[config.mk]
export PLATFORM = sky130hd
export DESIGN_NAME = can_frame_tx_flat
export DESIGN_NICKNAME = d
export VERILOG_FILES = /design/src/rtl/can_frame_tx_pkg.sv /design/src/rtl/can_frame_tx_if.sv /design/src/rtl/can_crc15.sv /design/src/rtl/can_frame_tx.sv /design/src/flat_wrapper.sv
export SDC_FILE = /design/constraint.sdc
export NUM_CORES = 1
export LEC_CHECK = 0
export CAP_MARGIN = 5
export CORE_MARGIN = 2
export CORE_UTILIZATION = 60
export CTS_CLUSTER_DIAMETER = 120
export DETAILED_ROUTE_END_ITERATION = 16
export PLACE_DENSITY = 0.92
export REMOVE_ABC_BUFFERS = 1
export SLEW_MARGIN = 5
export SYNTH_ARGS = -nofsm -noshare
export SYNTH_HDL_FRONTEND = slang
export SYNTH_SLANG_ARGS = --single-unit
[constraint.sdc]
create_clock -name i_Clock -period 5 [get_ports i_Clock]
set_input_delay 1.25 -clock i_Clock [delete_from_list [all_inputs] [get_ports i_Clock]]
set_output_delay 1.25 -clock i_Clock [all_outputs]
set_load 0.03 [all_outputs]
[src/rtl/can_frame_tx_pkg.sv]
`default_nettype none
// ============================================================================
// Module      : can_frame_tx_pkg
// Description : Shared CAN 2.0A transmit definitions: FSM state encoding,
//               field lengths, CRC polynomial, stuffing limit, DLC helper.
// Revision    : 1.0 - initial release
// ============================================================================
package can_frame_tx_pkg;

  typedef enum logic [3:0] {
    ST_IDLE     = 4'd0,
    ST_LOAD     = 4'd1,
    ST_SOF      = 4'd2,
    ST_ARB      = 4'd3,
    ST_CTRL     = 4'd4,
    ST_DATA     = 4'd5,
    ST_CRC      = 4'd6,
    ST_CRC_DEL  = 4'd7,
    ST_ACK_SLOT = 4'd8,
    ST_ACK_DEL  = 4'd9,
    ST_EOF      = 4'd10,
    ST_IFS      = 4'd11
  } state_t;

  localparam int LEN_ID   = 11;
  localparam int LEN_DLC  = 4;
  localparam int LEN_ARB  = LEN_ID + 1;         // ID + RTR
  localparam int LEN_CTRL = 2 + LEN_DLC;        // IDE + r0 + DLC
  localparam int LEN_CRC  = 15;
  localparam int LEN_EOF  = 7;
  localparam int LEN_IFS  = 3;
  localparam int STUFF_LIMIT = 5;

  // Shift register image: ID, RTR, IDE, r0, DLC, 8 payload bytes
  localparam int SHIFT_W = LEN_ID + 3 + LEN_DLC + 64;

  localparam logic [14:0] CAN_CRC_POLY = 15'h4599;

  // Number of payload bits on the wire; DLC codes above 8 still send 8 bytes
  function automatic logic [6:0] data_bits(input logic [3:0] dlc);
    data_bits = (dlc > 4'd8) ? 7'd64 : {dlc[3:0], 3'b000};
  endfunction

endpackage
`default_nettype wire

[src/rtl/can_frame_tx_if.sv]
`default_nettype none
// ============================================================================
// Module      : can_frame_tx_if
// Description : Host-side command/status bundle of the CAN frame transmitter.
//               Signal directions are named from the transmitter's viewpoint.
// Revision    : 1.0 - initial release
// ============================================================================
interface can_frame_tx_if;
  logic        i_Tx_DV;
  logic [10:0] i_Id;
  logic [3:0]  i_Dlc;
  logic [63:0] i_Data;
  logic        o_Tx_Active;
  logic        o_Tx_Done;
  logic        o_Ack_Err;
  logic        o_Arb_Lost;

  modport master (
    output i_Tx_DV, i_Id, i_Dlc, i_Data,
    input  o_Tx_Active, o_Tx_Done, o_Ack_Err, o_Arb_Lost
  );

  modport slave (
    input  i_Tx_DV, i_Id, i_Dlc, i_Data,
    output o_Tx_Active, o_Tx_Done, o_Ack_Err, o_Arb_Lost
  );
endinterface
`default_nettype wire

[src/rtl/can_crc15.sv]
`default_nettype none
// ============================================================================
// Module      : can_crc15
// Description : Serial CAN CRC-15 (poly 0x4599, init 0), one bit per bit_en.
// Revision    : 1.0 - initial release
// ============================================================================
module can_crc15
  import can_frame_tx_pkg::*;
(
  input  logic        clk,
  input  logic        rst_L,
  input  logic        clear,
  input  logic        bit_en,
  input  logic        bit_in,
  output logic [14:0] crc
);

  logic [14:0] r_crc;
  logic        w_fb;

  assign w_fb = bit_in ^ r_crc[14];
  assign crc  = r_crc;

  // CRC register: cleared per frame, advanced once per fed bit
  always_ff @(posedge clk or negedge rst_L) begin
    if (!rst_L) begin
      r_crc <= '0;
    end else if (clear) begin
      r_crc <= '0;
    end else if (bit_en) begin
      r_crc <= {r_crc[13:0], 1'b0} ^ (w_fb ? CAN_CRC_POLY : 15'd0);
    end
  end

endmodule
`default_nettype wire

[src/rtl/can_frame_tx.sv]
`default_nettype none
// ============================================================================
// Module      : can_frame_tx
// Description : Serialises one CAN 2.0A standard data frame with bit
//               stuffing, CRC-15 and ACK-slot check. The FSM state names
//               the bit currently on the wire; all wire changes happen at
//               the bit-clock wrap. Optional arbitration monitor is built
//               when CAN_ARB_MONITOR_EN is defined.
// Revision    : 1.0 - initial release
// ============================================================================
module can_frame_tx
  import can_frame_tx_pkg::*;
#(
  parameter int CLKS_PER_BIT = 10,
  parameter int SAMPLE_PT    = 5
)(
  input  logic           i_Clock,
  input  logic           i_Rst_L,
  can_frame_tx_if.slave  bus,
  input  logic           i_Rx_Serial,
  output logic           o_Tx_Serial
);

  localparam int               CNT_W      = $clog2(CLKS_PER_BIT);
  localparam logic [CNT_W-1:0] CNT_LAST   = CNT_W'(CLKS_PER_BIT - 1);
  localparam logic [CNT_W-1:0] CNT_SAMPLE = CNT_W'(SAMPLE_PT);

  state_t               r_state, w_state_nxt, w_field_nxt;
  logic [CNT_W-1:0]     r_clk_cnt;
  logic [6:0]           r_cnt;
  logic [2:0]           r_run;
  logic                 r_tx;
  logic [SHIFT_W-1:0]   r_sh;
  logic [14:0]          r_crc_sh;
  logic [3:0]           r_dlc;
  logic                 r_ack_err;
  logic [14:0]          w_crc;
  logic [6:0]           w_data_bits;
  logic w_bit_end, w_sample, w_accept, w_ins_stuff, w_field_last;
  logic w_arb_lost, w_advance, w_done, w_next_bit, w_crc_en;

  assign w_bit_end   = (r_clk_cnt == CNT_LAST);
  assign w_sample    = (r_clk_cnt == CNT_SAMPLE);
  assign w_accept    = (r_state == ST_IDLE) && bus.i_Tx_DV;
  assign w_data_bits = data_bits(r_dlc);
  // Five identical bits already on the wire inside the stuffed region
  assign w_ins_stuff = (r_state inside {ST_SOF, ST_ARB, ST_CTRL, ST_DATA, ST_CRC}) &&
                       (r_run == 3'(STUFF_LIMIT));
  assign w_crc_en    = w_advance && (w_state_nxt inside {ST_SOF, ST_ARB, ST_CTRL, ST_DATA});

  assign o_Tx_Serial     = r_tx;
  assign bus.o_Tx_Active = !(r_state inside {ST_IDLE, ST_LOAD});
  assign bus.o_Tx_Done   = w_done;
  assign bus.o_Ack_Err   = w_done & r_ack_err;
  assign bus.o_Arb_Lost  = w_arb_lost;

`ifdef CAN_ARB_MONITOR_EN
  logic r_stuff;

  // Remember whether the current wire bit is a stuff bit (exempt from monitoring)
  always_ff @(posedge i_Clock or negedge i_Rst_L) begin
    if (!i_Rst_L)                    r_stuff <= 1'b0;
    else if (w_arb_lost)             r_stuff <= 1'b0;
    else if (w_bit_end && w_ins_stuff) r_stuff <= 1'b1;
    else if (w_advance)              r_stuff <= 1'b0;
  end

  assign w_arb_lost = (r_state == ST_ARB) && w_sample && r_tx && !i_Rx_Serial && !r_stuff;
`else
  assign w_arb_lost = 1'b0;
`endif

  can_crc15 u_crc (
    .clk    (i_Clock),
    .rst_L  (i_Rst_L),
    .clear  (w_accept),
    .bit_en (w_crc_en),
    .bit_in (w_next_bit),
    .crc    (w_crc)
  );

  // Field length decode: is the current bit the last of its field, and what follows
  always_comb begin
    w_field_last = 1'b1;
    w_field_nxt  = ST_IDLE;
    case (r_state)
      ST_SOF:      w_field_nxt = ST_ARB;
      ST_ARB:      begin w_field_last = (r_cnt == 7'(LEN_ARB - 1));  w_field_nxt = ST_CTRL; end
      ST_CTRL:     begin
                     w_field_last = (r_cnt == 7'(LEN_CTRL - 1));
                     w_field_nxt  = (w_data_bits == 7'd0) ? ST_CRC : ST_DATA;
                   end
      ST_DATA:     begin w_field_last = (r_cnt == w_data_bits - 7'd1); w_field_nxt = ST_CRC; end
      ST_CRC:      begin w_field_last = (r_cnt == 7'(LEN_CRC - 1));  w_field_nxt = ST_CRC_DEL; end
      ST_CRC_DEL:  w_field_nxt = ST_ACK_SLOT;
      ST_ACK_SLOT: w_field_nxt = ST_ACK_DEL;
      ST_ACK_DEL:  w_field_nxt = ST_EOF;
      ST_EOF:      begin w_field_last = (r_cnt == 7'(LEN_EOF - 1));  w_field_nxt = ST_IFS; end
      ST_IFS:      begin w_field_last = (r_cnt == 7'(LEN_IFS - 1));  w_field_nxt = ST_IDLE; end
      default:     w_field_last = 1'b0;
    endcase
  end

  // Next-state: a normal bit is placed at each bit boundary unless a stuff slot is due
  always_comb begin
    w_state_nxt = r_state;
    w_advance   = 1'b0;
    w_done      = 1'b0;
    case (r_state)
      ST_IDLE: if (bus.i_Tx_DV) w_state_nxt = ST_LOAD;
      ST_LOAD: begin
        w_state_nxt = ST_SOF;
        w_advance   = 1'b1;
      end
      default: begin
        if (w_arb_lost) begin
          w_state_nxt = ST_IDLE;
        end else if (w_bit_end && !w_ins_stuff) begin
          w_advance = 1'b1;
          if (w_field_last) begin
            w_state_nxt = w_field_nxt;
            w_done      = (r_state == ST_IFS);
          end
        end
      end
    endcase
  end

  // Value of the next normal (non-stuff) bit, chosen by the field it belongs to
  always_comb begin
    w_next_bit = 1'b1;
    case (w_state_nxt)
      ST_SOF:                    w_next_bit = 1'b0;
      ST_ARB, ST_CTRL, ST_DATA:  w_next_bit = r_sh[SHIFT_W-1];
      ST_CRC:                    w_next_bit = (r_state == ST_CRC) ? r_crc_sh[14] : w_crc[14];
      default:                   w_next_bit = 1'b1;
    endcase
  end

  // FSM state register
  always_ff @(posedge i_Clock or negedge i_Rst_L) begin
    if (!i_Rst_L) r_state <= ST_IDLE;
    else          r_state <= w_state_nxt;
  end

  // Bit clock, field counter, stuff run, shift registers and wire driver
  always_ff @(posedge i_Clock or negedge i_Rst_L) begin
    if (!i_Rst_L) begin
      r_clk_cnt <= '0;
      r_cnt     <= '0;
      r_run     <= '0;
      r_tx      <= 1'b1;
      r_sh      <= '0;
      r_crc_sh  <= '0;
      r_dlc     <= '0;
      r_ack_err <= 1'b0;
    end else begin
      if ((r_state inside {ST_IDLE, ST_LOAD}) || (w_state_nxt == ST_IDLE) || w_bit_end)
        r_clk_cnt <= '0;
      else
        r_clk_cnt <= r_clk_cnt + 1'b1;

      if (w_accept) begin
        r_sh      <= {bus.i_Id, 3'b000, bus.i_Dlc, bus.i_Data};
        r_dlc     <= bus.i_Dlc;
        r_ack_err <= 1'b0;
      end else begin
        if (w_advance && (w_state_nxt inside {ST_ARB, ST_CTRL, ST_DATA}))
          r_sh <= {r_sh[SHIFT_W-2:0], 1'b0};
        if ((r_state == ST_ACK_SLOT) && w_sample)
          r_ack_err <= i_Rx_Serial;
      end

      if (w_arb_lost) begin
        r_tx <= 1'b1;
      end else if (w_bit_end && w_ins_stuff) begin
        r_tx  <= ~r_tx;
        r_run <= 3'd1;
      end else if (w_advance) begin
        r_tx  <= w_next_bit;
        r_run <= ((r_state == ST_LOAD) || (w_next_bit != r_tx)) ? 3'd1 : r_run + 3'd1;
        r_cnt <= (w_state_nxt != r_state) ? 7'd0 : r_cnt + 7'd1;
      end

      if (w_advance && (w_state_nxt == ST_CRC))
        r_crc_sh <= (r_state == ST_CRC) ? {r_crc_sh[13:0], 1'b0} : {w_crc[13:0], 1'b0};
    end
  end

endmodule
`default_nettype wire

[src/flat_wrapper.sv]
// flat-port wrapper written by rule: the top's interface ports become plain ports
module can_frame_tx_flat import can_frame_tx_pkg::*;
#(
  parameter int CLKS_PER_BIT = 10,
  parameter int SAMPLE_PT    = 5
)
  (i_Clock, i_Rst_L, i_Rx_Serial, o_Tx_Serial, bus_i_Tx_DV, bus_i_Id, bus_i_Dlc, bus_i_Data, bus_o_Tx_Active, bus_o_Tx_Done, bus_o_Ack_Err, bus_o_Arb_Lost);
  can_frame_tx_if bus_i ();
  input  logic i_Clock;
  input  logic i_Rst_L;
  input  logic i_Rx_Serial;
  output logic o_Tx_Serial;
  input wire logic [$bits(bus_i.i_Tx_DV)-1:0] bus_i_Tx_DV;
  input wire logic [$bits(bus_i.i_Id)-1:0] bus_i_Id;
  input wire logic [$bits(bus_i.i_Dlc)-1:0] bus_i_Dlc;
  input wire logic [$bits(bus_i.i_Data)-1:0] bus_i_Data;
  output wire logic [$bits(bus_i.o_Tx_Active)-1:0] bus_o_Tx_Active;
  output wire logic [$bits(bus_i.o_Tx_Done)-1:0] bus_o_Tx_Done;
  output wire logic [$bits(bus_i.o_Ack_Err)-1:0] bus_o_Ack_Err;
  output wire logic [$bits(bus_i.o_Arb_Lost)-1:0] bus_o_Arb_Lost;
  assign bus_i.i_Tx_DV = bus_i_Tx_DV;
  assign bus_i.i_Id = bus_i_Id;
  assign bus_i.i_Dlc = bus_i_Dlc;
  assign bus_i.i_Data = bus_i_Data;
  assign bus_o_Tx_Active = bus_i.o_Tx_Active;
  assign bus_o_Tx_Done = bus_i.o_Tx_Done;
  assign bus_o_Ack_Err = bus_i.o_Ack_Err;
  assign bus_o_Arb_Lost = bus_i.o_Arb_Lost;
  can_frame_tx #(.CLKS_PER_BIT(CLKS_PER_BIT), .SAMPLE_PT(SAMPLE_PT)) u_core (.i_Clock(i_Clock), .i_Rst_L(i_Rst_L), .bus(bus_i), .i_Rx_Serial(i_Rx_Serial), .o_Tx_Serial(o_Tx_Serial));
endmodule
# ---- Word-level counts from Yosys, hierarchy flattened
# Index checks and enable logic that the tools add are counted.
# W data, S select, Z words.
dict set report totals {
  ff_bits 136
}
dict set report classes {
  addsub 4
  order_cmp 1
  eq_ne 27
  mux 30
  n_bitwise 5
  reduce_logical 28
}
# operator n
set op_table {}
lappend op_table {{$mux W82} 2}
lappend op_table {{$mux W15} 4}
lappend op_table {{$pmux W4 S9} 1}
lappend op_table {{$eq A4 B3 Y1 const B} 8}
lappend op_table {{$eq A4 B4 Y1 const B} 5}
lappend op_table {{$eq A4 B2 Y1 const B} 4}
lappend op_table {{$mux W4} 4}
lappend op_table {{$xor A15 B15 Y15} 1}
lappend op_table {{$eq A7 B3 Y1 const B} 2}
lappend op_table {{$eq A7 B4 Y1 const B} 2}
lappend op_table {{$mux W7} 2}
lappend op_table {{$reduce_bool A2 Y1} 5}
lappend op_table {{$mux W1} 9}
lappend op_table {{$mux W3} 3}
lappend op_table {{$logic_and A1 B1 Y1} 8}
lappend op_table {{$logic_not A4 Y1} 2}
lappend op_table {{$pmux W4 S2} 1}
lappend op_table {{$add A7 B1 Y7 const B} 1}
lappend op_table {{$eq A7 B2 Y1 const B} 1}
lappend op_table {{$eq A7 B7 Y1} 1}
lappend op_table {{$logic_not A7 Y1} 1}
lappend op_table {{$pmux W1 S7} 1}
lappend op_table {{$sub A7 B1 Y7 const B} 1}
lappend op_table {{$reduce_bool A5 Y1} 1}
lappend op_table {{other kinds (21)} 25}

# ---- Logic depth before layout (Yosys ltp)
# Gate-level depths: netlist of run 1.
dict set report logic_depth {
  depth_word 16
  mapped_depth 14
}

# ---- Cells and area by module
# From an unflattened synthesis of run 1, not the netlist that was laid out.
dict set report unflattened {
  hier_cells 715
  area_unflattened_um2 6780.3
}
# mod instances cells_each area_each_um2 seq_area_each_um2
set modules_own_cells {}
lappend modules_own_cells {can_frame_tx 1 645 6054.6 3004.1}
lappend modules_own_cells {can_crc15 1 70 725.7 375.4}

# ---- Least setup slack after synthesis of run 1
# Ideal clock, no wire load.
dict set report synth_timing {
  path_type {reg-to-output}
  start {register u_core.r_dlc[3]}
  end {output bus_o_Tx_Done}
  arrival_ns 2.324
  t_required_ns 3.750
  slack_ns 1.426
  path_stages_with_launch 10
  n_path_buf 1
  cell_sequence {dfrtp_1 -> nand2b_1 -> ha_1 -> nor4b_1 -> a32oi_1 -> o21ai_1 -> o211ai_2 -> buf_6 -> or2_2 -> nor2_1}
}
dict set report synth_between {
  elab_chain_len 8
}
# element line_no
set synth_rtl {}
lappend synth_rtl {{start, declared} can_frame_tx.sv:35} ;# logic [3:0] r_dlc;
lappend synth_rtl {{start signal, assigned} can_frame_tx.sv:165} ;# r_dlc <= bus.i_Dlc;
lappend synth_rtl {{$gt A4 B4 Y1} can_frame_tx_pkg.sv:41} ;# data_bits = (dlc > 4'd8) ? 7'd64 : {dlc[3:0], 3'b000};
lappend synth_rtl {{$mux W7 (*)} can_frame_tx_pkg.sv:41}
lappend synth_rtl {{$sub A7 B1 Y7 (*)} can_frame_tx.sv:93} ;# ST_DATA: begin w_field_last = (r_cnt == w_data_bits - 7'd1); w_field_nxt = ST_CRC; end
lappend synth_rtl {{$eq A7 B7 Y1 (*)} can_frame_tx.sv:93}
lappend synth_rtl {{$pmux W1 S7 (*)} can_frame_tx.sv:86} ;# case (r_state)
lappend synth_rtl {{$mux W1 (*)} can_frame_tx.sv:120} ;# if (w_field_last) begin
lappend synth_rtl {{$mux W1 (*)} can_frame_tx.sv:118} ;# end else if (w_bit_end && !w_ins_stuff) begin
lappend synth_rtl {{$mux W1 (*)} can_frame_tx.sv:109} ;# case (r_state)
lappend synth_rtl {{end, declared} flat_wrapper.sv:18} ;# output wire logic [$bits(bus_i.o_Tx_Done)-1:0] bus_o_Tx_Done;
# Mark *: on every way between the ends. The rest lies on a longest branch, timed or not.

# ---- Worst setup path after layout of run 1
dict set report layout_timing {
  start {register u_core.r_state[0]}
  end {output bus_o_Tx_Done}
}
dict set report layout_between {
  elab_chain_len 7
  word_cells_on_any_way 22
}
# element line_no
set layout_rtl {}
lappend layout_rtl {{start, declared} can_frame_tx.sv:28} ;# state_t r_state, w_state_nxt, w_field_nxt;
lappend layout_rtl {{start signal, assigned} can_frame_tx.sv:143} ;# else r_state <= w_state_nxt;
lappend layout_rtl {{parallel branches: the longest is 6 deep, another holds $pmux W1 S7} --}
lappend layout_rtl {{$mux W1 (*)} can_frame_tx.sv:109}
# Every way passes the cells marked *.

==> results by group, run 1 <==
Place
  • DP Worst Slack: approximately 0.55 ns
  • Placed cell count: 897
  • Final weighted congestion of routability-driven global placement: roughly 0.86
  • Quantity of I/O buffers inserted on ports: 86
  • DP Wirelength: 9.85 mm
  • Post-placement cell area: 7820 µm²

Worst setup path
  • Cell type group with the largest total delay on the critical path: buffers and inverters
  • Data arrival, critical path: 3.52 ns
  • Critical-path top delay cell: clkdlybuf4s50_1
  • Start-to-end type of the worst setup path: reg2out
  • Delay of the slowest cell on the worst path: 0.68 ns
  • Worst-path maximum fanout: 15
  • List of cells traversed by the critical path: buf_4 -> nand2b_1 -> o32ai_1 -> a221oi_1 -> a21oi_1 -> o211ai_2 -> or2_2 -> nor2_1 -> clkdlybuf4s50_1
  • Required time of the critical path: 3.75 ns
  • Critical path buffers and inverters: 2
  • Crit. End Element: output port
  • Critical Path Source Type: register

CTS
  • Reg clk slew, reported paths: approximately 0.060 ns
  • Sink Count: ~140
  • Bufs on Longest Clock Path: 2
  • Total of hold buffers inserted after clock tree synthesis: 0
  • Number of buffers added by the clock tree synthesis step: 17
  • Clock root buffer: clkbuf_16
  • H-tree Lvls: 4
  • Worst skew pair latency: roughly 0.42 ns
  • CTS tree: built

STA
  • Minimum clock period after layout: 4.77 ns
  • Final clock skew: about 0.0086 ns
  • Portion of the clock cycle consumed by the worst path in the final layout: a little over nine tenths
  • Post-route worst setup slack: roughly 0.23 ns
  • Count of endpoints failing setup in the final report: 0
  • Worst rel slew slack: a little under a quarter
  • Setup repair after global routing missed its margin: false
  • Pins over their slew limit: 0
  • Transition time of the tightest slew-check pin: ~1.1 ns
  • Maximum clock frequency: approximately 210 MHz
  • Final count of hold timing violations: 0

Yosys
  • Prevailing post-synth register cell: dfrtp_1
  • Synth async-reset ratio: 100%
  • Fraction of the yosys area taken by sequential cells: 49.1%
  • Number of standard cells after synthesis: 704
  • Flip-flop and latch count after synthesis: 135
  • Post-synth cell types: 58
  • Post-synth top area share: 48.7%
  • Synth top area cells: dfrtp_1 (49%), mux2i_1 (14%), nand2_1 (6.7%)
  • Number of enable-type register cells in the synthesized netlist: 0
  • Most common cell in the synthesized netlist: dfrtp_1
  • Post-Syn Area per Cell: between 9 and 10 µm²
  • Total of warnings raised by yosys: 0
  • Synth Cell Area: 6880 µm²
  • Top cell type by total area after synthesis: dfrtp_1
  • Leading post-synthesis cells by instance count: dfrtp_1 (134), nand2_1 (123), mux2i_1 (95), o21ai_1 (77), nor2_1 (44)

Global routing
  • Number of global-route vias before repair: 5618
  • GRT Total Usage: 26.8%
  • Remaining global-route overflow: 0
  • Wire length of the first global-routing pass: about 27 mm
  • Initial antenna violation count: 0
  • Pin count of the biggest net entering global routing: 96

Power
  • Sw power: about 1.6 mW
  • Pwr per Cell Area: 567 nW/µm²
  • Switching power share of the total: 34.3%
  • Largest vdd supply drop: 0.000334 V
  • Leakage power: 3.44 nW
  • Clock power share: 29.4%
  • Internal power: 3.16 mW
  • Combinational share of power: 28.9%
  • Power after layout: 4.80 mW
  • Part of the total power dissipated in sequential elements: 41.7%

Final layout
  • Layout cell share with drive strength beyond 1: 8.14%
  • Filler-free cell count of the finished design: 929
  • Nets: 863
  • Final instance area: 8480 µm²
  • Final antenna diode count: 0
  • Syn-to-layout area delta: 23.3%

Route
  • Vias: 5538
  • Post-detailed-routing wire length: approximately 16 mm
  • Detailed Routing Iterations Pass 1: 5
  • Routed WL per cell: roughly 17 µm
  • Drt via density: 5.96
  • Remaining design rule violation count: 0
  • Starting DRC count in detailed routing: 464
  • Number of routed nets with antenna violations: 0

Die
  • Initial Util: 60.8%
  • Chip Width: 111 µm
  • Number of top-level pins: 88
  • Die area: 12300 µm²
  • Cell row count: 39
  • Standard cell core area: roughly 11000 µm²
  • Vertical die dimension: 111 µm

Worst hold path
  • Class of the worst hold path: reg2reg

Run
  • Max capacitance violation total: 0

Run status
  • Result of the run: finished, final reports clean
[final cells by class]
class	count	area [µm²]
Tap cell	143	179
Timing Repair Buffer	96	983
Fill cell	698	2840
Multi-Input combinational cell	515	3240
Clock inverter	15	238
Sequential cell	135	3380
Clock buffer	17	425
Inverter	8	30.0
[cell usage in the layout, fill, tap and decap left out, types with 3 or more instances in the layout]
master and count:
bufinv_16 5, nor2b_1 7, mux2i_1 95, xnor2_1 11, ha_1 7, buf_12 4, nand3b_1 3, o21ai_1 77
nor3_1 5, inv_1 8, clkdlybuf4s50_1 85, clkbuf_16 17, a21oi_1 24, a21o_1 3, or2_2 3, nor3_2 3
xor2_1 14, mux2_2 3, o21ai_0 23, nand4_1 4, nand2_1 123, inv_6 5, nand2b_1 9, nand3_1 17
nor2_1 43, buf_4 7, dfrtp_1 133, nor3b_1 4
[metal layers]
metal | vias up | global-route usage, % | wire length, µm
li1 | 2572 | - | -
met3 | 41 | 5.58 | 962
met5 | - | 0 | 0
met2 | 236 | 46.3 | 8140
met1 | 2689 | 33.6 | 6420
met4 | 0 | 9.63 | 361
[final timing paths]
check | from | slack (ns) | endpoint | cells past startpoint
worst min register to register | u_core.r_clk_cnt[0] | 0.50 | u_core.r_clk_cnt[0] | 1
min in group asynchronous | i_Rst_L | 0.92 | u_core.r_clk_cnt[0] | 1
max in group asynchronous | i_Rst_L | 3.07 | u_core.r_sh[59] | 2
worst min-delay path | u_core.r_clk_cnt[0] | 0.50 | u_core.r_clk_cnt[0] | 1
worst max register to register | u_core.r_state[0] | 0.50 | u_core.r_sh[1] | 12
worst max-delay path | u_core.r_state[0] | 0.23 | bus_o_Tx_Done | 9
[metrics by stage]
step                hold slack, ns  util (%)  TNS [ns]
CTS                          0.500      74.9         0
global route                 0.528      74.9         0
finish                       0.499      74.9         0
floorplan                    0.460         -   -144.92
detailed placement           0.487      69.0         0
global placement             0.472      69.0         0
[sequential cells by signal, indices dropped and copies added, names as in the netlist]
signal / flops
u_core.r_sh: 82
u_core.o_Tx_Serial: 1
u_core.r_run: 3
u_core.u_crc.crc: 15
u_core.r_state: 4
u_core.r_cnt: 7
u_core.r_clk_cnt: 4
u_core.r_ack_err: 1
u_core.r_dlc: 4
u_core.r_crc_sh: 14
[cell families after synthesis]
group | share of synthesized area (%)
and+or+nand+nor | 15.5
AOI/OAI and AO/OA | 12.4
DFF | 49.1
muxes | 14.6
buffers and inverters | 3.84
xor gates and xnor gates | 3.18
adders and majority gates | 1.27
other | 0.0545
[timing repair]
action / 4_1_cts / 5_1_grt
setup endpoints to repair: 0 / 2
buffers inserted: 0 / 0
resized for setup: 0 / 1
[power groups by stage]
stage / combinational [mW] / clock (mW) / sequential [mW]
floorplan: 1.03 / 0 / 1.89
global placement: 1.26 / 0 / 1.93
detailed placement: 1.34 / 0 / 1.98
CTS: 1.40 / 1.42 / 1.99
global route: 1.55 / 1.47 / 2.06
finish: 1.39 / 1.41 / 2.01
Note: power is estimated with default switching activity, not from simulation.
==> run 2, diff against run 1 <==
--- a/config.mk
+++ b/config.mk
@@ -15,4 +15,5 @@
 export SLEW_MARGIN = 5
 export SYNTH_ARGS = -nofsm -noshare
 export SYNTH_HDL_FRONTEND = slang
+export SYNTH_HIERARCHICAL = 1
 export SYNTH_SLANG_ARGS = --single-unit
==> results by group, run 2 <==
STA
  • Minimum clock period after layout: 4.83 ns
  • Transition time of the tightest slew-check pin: roughly 1.1 ns
  • Final count of hold timing violations: 0
  • Maximum clock frequency: 207 MHz
  • Setup repair after global routing missed its margin: false
  • Count of endpoints failing setup in the final report: 0
  • Pins over their slew limit: 0
  • Portion of the clock cycle consumed by the worst path in the final layout: 96.7%
  • Final clock skew: 0.0185 ns
  • Setup TNS: 0 ns
  • Worst rel slew slack: 24.5%

Global routing
  • Initial antenna violation count: 0
  • Pin count of the biggest net entering global routing: 115
  • Number of global-route vias before repair: roughly 6300
  • Wire length of the first global-routing pass: 30.4 mm
  • GRT Total Usage: 32.5%
  • Remaining global-route overflow: 0

Yosys
  • Post-synth cell types: slightly above 60
  • Simple-gate portion of the synthesized area: approximately an eighth
  • Fraction of the yosys area taken by sequential cells: 49.8%
  • Area fraction in compound gates after synthesis: 21.7%
  • Post-synth top area share: 49.5%
  • Multiplexer share of the synthesized area: 4.87%
  • XOR/XNOR Fraction of Synth Area: 1.03%
  • Share of synthesized cell area in full adder, half adder and majority cells: 1.29%
  • Leading post-synthesis cells by instance count: dfrtp_1 (134), o21ai_0 (101), inv_1 (89), a22oi_1 (72), nand2_1 (58)
  • Synth top area cells: dfrtp_1 (49%), a22oi_1 (8.0%), o21ai_0 (7.5%)
  • Number of standard cells after synthesis: about 720
  • Top cell type by total area after synthesis: dfrtp_1
  • Total of warnings raised by yosys: 6
  • Prevailing post-synth register cell: dfrtp_1
  • Flip-flop and latch count after synthesis: 135
  • Synth async-reset ratio: between 90% and 100%
  • Synth Cell Area: between 6000 and 7000 µm²
  • Number of enable-type register cells in the synthesized netlist: 0
  • Largest family of logic cells by synthesized area: compound AO/OA/AOI/OAI gates
  • Most common cell in the synthesized netlist: dfrtp_1
  • Post-Syn Area per Cell: 9.48 µm²

Final layout
  • Nets: 883
  • Combined flip-flop and latch cell area: 3380 µm²
  • Flip-flop count of the largest register, all copies and words added: between 80 and 90
  • Commonest cells after routing, fill and taps aside: dfrtp_1 (131), o21ai_0 (101), inv_1 (89)
  • Syn-to-layout area delta: 24.4%
  • Final design utilization: 77.2%
  • Layout cell share with drive strength beyond 1: 8.44%
  • Filler cell count in the final layout: 646
  • Leading cell type in the layout, fill and taps excluded: dfrtp_1
  • Register containing the most flip-flops in the final layout: u_core/r_sh
  • Final antenna diode count: 0
  • Multi-input combinational cell area: 2880 µm²

Route
  • Vias: 6082
  • Detailed Routing Iterations Pass 1: 8
  • Routed wire length on met2: 9.48 mm
  • Total length of routed met3 wires: 1.65 mm
  • Highest metal used: met4
  • Drt via density: ~6.4
  • Remaining design rule violation count: 0
  • Routed WL per cell: 19.8 µm
  • Number of routed nets with antenna violations: 0
  • Post-detailed-routing wire length: 18.7 mm
  • Met1 wire length: 7.10 mm
  • Starting DRC count in detailed routing: 781

Die
  • Initial Util: 62.0%
  • Number of top-level pins: between 80 and 90
  • Vertical die dimension: 110 µm
  • Cell row count: 38
  • Standard cell core area: 10900 µm²
  • Chip Width: 110 µm
  • Die area: 12200 µm²

CTS
  • H-tree Lvls: 4
  • Sink Count: 135
  • CTS tree: built
  • Worst skew pair latency: 0.42 ns
  • Number of buffers added by the clock tree synthesis step: 17
  • Clock root buffer: clkbuf_16
  • Bufs on Longest Clock Path: 2
  • Reg clk slew, reported paths: 0.06 ns
  • Total of hold buffers inserted after clock tree synthesis: 0

Worst setup path
  • Start-to-end type of the worst setup path: reg2out
  • Worst-path maximum fanout: 8
  • Reg2reg setup slack: 0.74 ns
  • Data arrival, critical path: 3.58 ns
  • Critical Path Source Type: register
  • Required time of the critical path: between 3 and 4 ns
  • Crit. End Element: output port

Power
  • Pwr per Cell Area: ~530 nW/µm²
  • Largest vdd supply drop: 0.000345 V
  • Leakage power: around 3.6 nW

Place
  • Final weighted congestion of routability-driven global placement: slightly above 0.9
  • DP Wirelength: 10.9 mm
  • Quantity of I/O buffers inserted on ports: 86

Run
  • Max capacitance violation total: 0

Worst hold path
  • Class of the worst hold path: reg2reg

Run status
  • Result of the run: finished, final reports clean
-- run 2: cell count changes after synthesis, moves of 8 or more --
cell     delta
a21oi_1    -12
o21ai_0    +78
nand2_1    -65
a22oi_1    +72
mux2i_1    -62
inv_1      +81
o21ai_1    -75
xor2_1     -10
buf_2       +8
-- run 2: where the power goes --
part / total [mW] / internal (mW) / switching, mW
Combinational: 1.13 / 0.460 / 0.670
Clock: 1.44 / 0.960 / 0.484
Sequential: 1.88 / 1.53 / 0.350
-- run 2: kinds of logic after synthesis --
kind of cell	Yosys count
xor gates and xnor gates	8
DFF	135
AOI/OAI and AO/OA	228
and+or+nand+nor	170
other	1
muxes	33
buffers and inverters	133
adders and majority gates	7
-- run 2: path summary, 6_finish.rpt --
kind | end | from | depth (start not counted)
worst min register to register | u_core/r_crc_sh[14] | u_core/r_crc_sh[14] | 2
worst min-delay path | u_core/r_crc_sh[14] | u_core/r_crc_sh[14] | 2
max in group asynchronous | u_core/u_crc/crc[8] | i_Rst_L | 2
worst max register to register | u_core/r_sh[56] | u_core/r_dlc[3] | 14
min in group asynchronous | u_core/r_clk_cnt[2] | i_Rst_L | 1
worst max-delay path | bus_o_Tx_Done | u_core/r_dlc[3] | 8
-- run 2: what timing repair did --
action	4_1_cts	5_1_grt
hold endpoints to repair	0	0
endpoints found under the setup margin	0	2
buffers inserted	0	0
gates resized for setup	0	4
-- run 2: per-layer routing --
| layer | up-vias | track usage, % |
|---|---|---|
| met3 | 67 | 9.35 |
| li1 | 2672 | - |
| met5 | - | 0 |
| met4 | 0 | 12.1 |
| met2 | 363 | 54.8 |
| met1 | 2980 | 39.9 |
-- run 2: metrics by stage --
stage | area, µm² | total power [mW] | worst slack [ns] | hold WS [ns] | cells
CTS | 8430 | 4.42 | 0.0514 | 0.485 | 946
detailed placement | 7750 | 2.90 | 0.566 | 0.471 | 914
floorplan | 6570 | 2.49 | -1.48 | 0.449 | 672
finish | 8440 | 4.45 | 0.167 | 0.490 | 946
global route | 8440 | 4.65 | 0.0841 | 0.521 | 946
global placement | 7750 | 2.77 | 0.662 | 0.464 | 914
-- run 2: area by class of cell --
type	instances	area share, %
sequential	135	40.1
clock buffer	19	5.37
inverter	90	4.02
timing repair buffer	102	11.6
clock inverter	13	2.67
multi-input combinational	447	34.1
tap	140	2.08
-- run 2: worst max-delay path, cell delays in order, from the launching register on --
cell,delay (ns)
dfrtp_1,0.44
nand2b_1,0.20
ha_1,0.33
or4_1,0.59
a21oi_4,0.28
a211o_1,0.19
nand2_1,0.08
nor3_1,0.30
clkdlybuf4s50_1,0.76
